`config.mk`:
```
export PLATFORM = sky130hd
export DESIGN_NAME = mult_share_arbiter
export DESIGN_NICKNAME = d
export VERILOG_FILES = /design/src/rtl/mult_share_arbiter.sv
export SDC_FILE = /design/constraint.sdc
export NUM_CORES = 1
export LEC_CHECK = 0
export ABC_AREA = 1
export CAP_MARGIN = 20
export CELL_PAD_IN_SITES_DETAIL_PLACEMENT = 1
export CELL_PAD_IN_SITES_GLOBAL_PLACEMENT = 1
export CORE_ASPECT_RATIO = 1.4
export CORE_MARGIN = 1
export CORE_UTILIZATION = 40
export CTS_CLUSTER_DIAMETER = 40
export DETAILED_ROUTE_END_ITERATION = 6
export DONT_BUFFER_PORTS = 1
export PLACE_DENSITY = 0.76
export REMOVE_ABC_BUFFERS = 1
export SYNTH_ARGS = -nofsm -noshare
export SYNTH_HDL_FRONTEND = slang
export SYNTH_SLANG_ARGS = --single-unit
```
`constraint.sdc`:
```
create_clock -name clk -period 4.3 [get_ports clk]
set_clock_uncertainty 0.15 [all_clocks]
set_input_delay 0.43 -clock clk [delete_from_list [all_inputs] [get_ports clk]]
set_output_delay 0.43 -clock clk [all_outputs]
set_load 0.02 [all_outputs]
```
`src/rtl/mult_share_arbiter.sv`:
```
// Round-robin arbiter in front of one shared shift-add multiplier. It grants one requester,
// captures that requester's operands, runs N add/shift steps, and returns the product with the requester id.
module mult_share_arbiter #(
   parameter int N    = 8,
   parameter int NREQ = 4,
   parameter int ID_W = 2
) (
   input  logic                 clk,
   input  logic                 stop_n,
   input  logic [NREQ-1:0]      req,
   input  logic [NREQ*N-1:0]    a_bus,
   input  logic [NREQ*N-1:0]    b_bus,
   output logic [NREQ-1:0]      gnt,
   output logic                 busy,
   output logic                 res_valid,
   output logic [ID_W-1:0]      res_id,
   output logic [2*N-1:0]       product
);

   localparam int CNT_W = (N > 1) ? $clog2(N) : 1;

   typedef enum logic [1:0] {IDLE, MUL, DONE} state_t;

   state_t              state_reg, state_next;
   logic [ID_W-1:0]     ptr_reg, ptr_next;
   logic [2*N-1:0]      a_reg, a_next;
   logic [N-1:0]        b_reg, b_next;
   logic [ID_W-1:0]     id_reg, id_next;
   logic [2*N-1:0]      acc_reg, acc_next;
   logic [CNT_W-1:0]    cnt_reg, cnt_next;
   logic [NREQ-1:0]     gnt_reg, gnt_next;
   logic                busy_reg, busy_next;
   logic                res_valid_reg, res_valid_next;
   logic [ID_W-1:0]     res_id_reg, res_id_next;
   logic [2*N-1:0]      product_reg, product_next;

   // Candidate index for each scan offset from the round-robin pointer
   logic [ID_W:0]       cand_sum [NREQ];
   logic [ID_W-1:0]     cand_idx [NREQ];
   logic                found;
   logic [ID_W-1:0]     win_idx;

   genvar gi;
   generate
      for (gi = 0; gi < NREQ; gi++) begin : g_cand
         assign cand_sum[gi] = {1'b0, ptr_reg} + (ID_W+1)'(gi);
         assign cand_idx[gi] = (cand_sum[gi] >= (ID_W+1)'(NREQ))
                             ? ID_W'(cand_sum[gi] - (ID_W+1)'(NREQ))
                             : ID_W'(cand_sum[gi]);
      end
   endgenerate

   // Descending scan so the smallest offset from ptr wins
   always_comb begin
      found   = 1'b0;
      win_idx = '0;
      for (int k = NREQ - 1; k >= 0; k--) begin
         if (req[cand_idx[k]]) begin
            found   = 1'b1;
            win_idx = cand_idx[k];
         end
      end
   end

   always_comb begin
      state_next     = state_reg;
      ptr_next       = ptr_reg;
      a_next         = a_reg;
      b_next         = b_reg;
      id_next        = id_reg;
      acc_next       = acc_reg;
      cnt_next       = cnt_reg;
      gnt_next       = '0;
      busy_next      = busy_reg;
      res_valid_next = 1'b0;
      res_id_next    = res_id_reg;
      product_next   = product_reg;
      case (state_reg)
         IDLE: begin
            if (found) begin
               a_next            = {{N{1'b0}}, a_bus[int'(win_idx)*N +: N]};
               b_next            = b_bus[int'(win_idx)*N +: N];
               id_next           = win_idx;
               acc_next          = '0;
               cnt_next          = '0;
               gnt_next[win_idx] = 1'b1;
               busy_next         = 1'b1;
               state_next        = MUL;
               ptr_next          = (win_idx == ID_W'(NREQ - 1)) ? '0 : win_idx + 1'b1;
            end
         end
         MUL: begin
            // Every bit takes one cycle, including zero bits, so latency is fixed
            if (b_reg[cnt_reg]) begin
               acc_next = acc_reg + (a_reg << cnt_reg);
            end
            cnt_next = cnt_reg + 1'b1;
            if (cnt_reg == CNT_W'(N - 1)) begin
               state_next = DONE;
            end
         end
         DONE: begin
            product_next   = acc_reg;
            res_id_next    = id_reg;
            res_valid_next = 1'b1;
            busy_next      = 1'b0;
            state_next     = IDLE;
         end
         default: state_next = IDLE;
      endcase
   end

   always_ff @(posedge clk or negedge stop_n) begin
      if (!stop_n) begin
         state_reg     <= IDLE;
         ptr_reg       <= '0;
         a_reg         <= '0;
         b_reg         <= '0;
         id_reg        <= '0;
         acc_reg       <= '0;
         cnt_reg       <= '0;
         gnt_reg       <= '0;
         busy_reg      <= 1'b0;
         res_valid_reg <= 1'b0;
         res_id_reg    <= '0;
         product_reg   <= '0;
      end else begin
         state_reg     <= state_next;
         ptr_reg       <= ptr_next;
         a_reg         <= a_next;
         b_reg         <= b_next;
         id_reg        <= id_next;
         acc_reg       <= acc_next;
         cnt_reg       <= cnt_next;
         gnt_reg       <= gnt_next;
         busy_reg      <= busy_next;
         res_valid_reg <= res_valid_next;
         res_id_reg    <= res_id_next;
         product_reg   <= product_next;
      end
   end

   assign gnt       = gnt_reg;
   assign busy      = busy_reg;
   assign res_valid = res_valid_reg;
   assign res_id    = res_id_reg;
   assign product   = product_reg;

endmodule

```
==> metrics <==
# DRC 0; top-area cell type share of the netlist area between 30 and 40%; Reg clk slew, reported paths 0.05 ns; sequential share of the synthesized area about 36%; I/O pins 94; CP Launch Type register; max-cap viol count 0; via count of the first global-routing pass 4202; Sink Count 65; flops & latches, synth 65; top cells by count, synth 187 x nand2_1, 101 x inv_1, 70 x nand3_1; part of the cycle the worst path needs about four fifths; core footprint 10900 µm²; FILL cells around 1400; critical path, cell by cell inv_1 -> nand2_1 -> a21oi_1 -> a31oi_1 -> mux2i_1 -> ha_1 -> nand2_1 -> inv_1 -> nand3_1 -> o21ai_0 -> nand3_1 -> nand2_1 -> nand3_1 -> nand2_1 -> nor2_1; placed cells 772; FP Rows between 40 and 50; Die X ~92 µm; synthesis-to-finish area growth 8.49%; gr usage total 20.7%; Most Crowded Layer GR met2; CP Max Fanout 18; initial core utilization between 40% and 50%; Overflow after GRT 0; level count of the clock H-tree 3; ant diodes 0; grt met3 use between 3 and 4%; share of post-route cells with drive strength above 1 6.03%; Crit-path slowest cell dfrtp_1; via count 4077; largest net degree at the start of global routing 66; Worst-Margin Slew approximately 0.75 ns; Clock Latency Late Sink 0.33 ns; setup bufs post-CTS 0; unrepaired setup endpoints after global routing false; minimum period implied by the final worst setup slack approximately 3.4 ns; DP Wirelength roughly 8.6 mm; Clock Path Buffers 2; Hold Slack between 0.1 and 0.15 ns; Final WS setup a little under 0.9 ns; dominant synthesized flop cell dfrtp_1; status finished, final reports clean; CP dominant cell by count nand2_1; Leak about 2.7 nW; number of synthesized flops with an enable pin 0; vias per cell ~5.2; fin cells 788; r2r startpoint cnt_reg[0]; slowest stage delay, CP around 0.67 ns; Avg WL per Cell between 10 and 15 µm; Req. time, crit path approximately 4.4 ns; CTS tree done; Max Slew Vio Count 0; Syn Inst Count between 600 and 700; DRT antenna net count 0; Final Net Count 736; DRT Wirelength between 10 and 15 mm; initial antenna violation count 0; Initial DRC Count 97; total CTS buffers 9; DIE HEIGHT roughly 130 µm; Final Wtd Congestion 0.865; final setup fails 0; Worst setup EP type register; Die Area between 10000 and 15000 µm²; Pwr Density just over 900 nW/µm²; Synth Warn # 0; Final TNS setup 0 ns; CP Data Arrival Time 3.50 ns; pre-CTS setup slack ~0.93 ns; first-pass GRT wire length 19.6 mm; hold_sp a_bus[0]; Worst Setup SP cnt_reg[0]; drt first pass iters 4; Async SR Flop Fraction 100%; count of final hold-check violations 0; met2 GRT Util 37.9%; Worst VDD drop about 0.86 mV; Syn Area/Cell 6.96 µm²; most common cell in the netlist nand2_1; Slew HR between 40% and 50%; Multi-input gate area 2370 µm²; Crit Path Category reg -> reg; Netlist cell types 39; Fmax ~0.29 GHz; area leader, netlist dfrtp_1; top cells by area, synth dfrtp_1 36%, nand2_1 16%, inv_1 8.4%, nand3_1 7.7%, o21ai_0 6.0%; CTS root buf clkbuf_16; flip-flop and latch area between 1500 and 2000 µm²; class of the worst hold path in -> reg; Mapped Area ~4500 µm²; M1 GR Usage between 20 and 25%; PortBufs 0
-- metrics by stage --
stage	instance area, µm²	util (%)	total power, W
4_1_cts	4910	44.9	0.00464
3_3_place_gp	4590	42.0	0.00378
6_report	4910	44.9	0.00459
3_5_place_dp	4590	42.0	0.00389
2_1_floorplan	4390	-	0.00319
5_1_grt	4910	44.9	0.00507
-- report_power, final --
group	leakage (nW)	switching [W]	internal [W]	total [W]
logic	1.71	0.00177	0.000875	0.00264
clock network	0.144	0.000252	0.000454	0.000706
registers	0.809	0.000356	0.000886	0.00124
total	2.66	0.00238	0.00222	0.00459
-- worst max-delay path, delay by kind of cell (launching register included) --
kind	cells	cell delay, ns
flops	1	0.67
simple gates	8	0.80
mux	1	0.12
fa+ha+maj	1	0.37
buf+inv	2	0.43
compound gates	3	0.77
-- cell usage in the layout (no fill, tap or decap), drive strengths merged --
master / Yosys / routed
o22ai: 3 / 3
o211ai: 9 / 9
xnor2: 1 / 1
dfrtp: 65 / 65
clkbuf: 5 / 10
a31oi: 2 / 2
a21boi: 2 / 2
a21oi: 20 / 20
nor3: 3 / 3
bufinv: 0 / 1
dlygate4sd3: 0 / 1
inv: 104 / 104
mux2i: 4 / 4
a21o: 5 / 5
nor2: 43 / 43
or2: 12 / 12
buf: 17 / 4
clkinv: 1 / 4
nand3b: 2 / 2
o21a: 1 / 1
nand4: 4 / 4
o21ai: 57 / 57
fa: 1 / 1
o21bai: 3 / 3
nand3: 73 / 73
ha: 21 / 21
nand2: 192 / 192
-- repair_timing --
item / CTS / global route
hold buffers: 2 / 0
hold endpoints to repair: 65 / 0
gates resized for setup: 0 / 0
-- cell type report --
type	instances	area share [%]
multi-input combinational	458	48.2
sequential	65	33.1
inverter	105	8.03
clock buffer	10	4.87
tap	141	3.59
timing repair buffer	5	1.22
clock inverter	4	0.918
-- cell families (layout without fill, tap and decap cells) --
logic type,after synthesis,in the layout,share of synthesized area [%]
compound gates,102,102,12.9
flops,65,65,36.0
simple gates,329,329,32.1
fa+ha+maj,22,22,6.25
xor+xnor,1,1,0.194
mux,4,4,0.885
buf+inv,127,124,11.7
-- metal layers --
metal	up-vias	wire [µm]
met5	-	0
li1	2049	-
met1	1935	4940
met4	0	200
met3	14	349
met2	79	5840
-- worst paths after layout --
path | endpoint | slack [ns] | cells after the start
max | acc_reg[15] | 0.87 | 15
max in group asynchronous | a_reg[7] | 3.24 | 2
min | a_reg[0] | 0.13 | 2
min in group asynchronous | acc_reg[5] | 0.49 | 2
max reg2reg | acc_reg[15] | 0.87 | 15
min reg2reg | b_reg[5] | 0.32 | 2
Power figures use the tool's default switching activity.
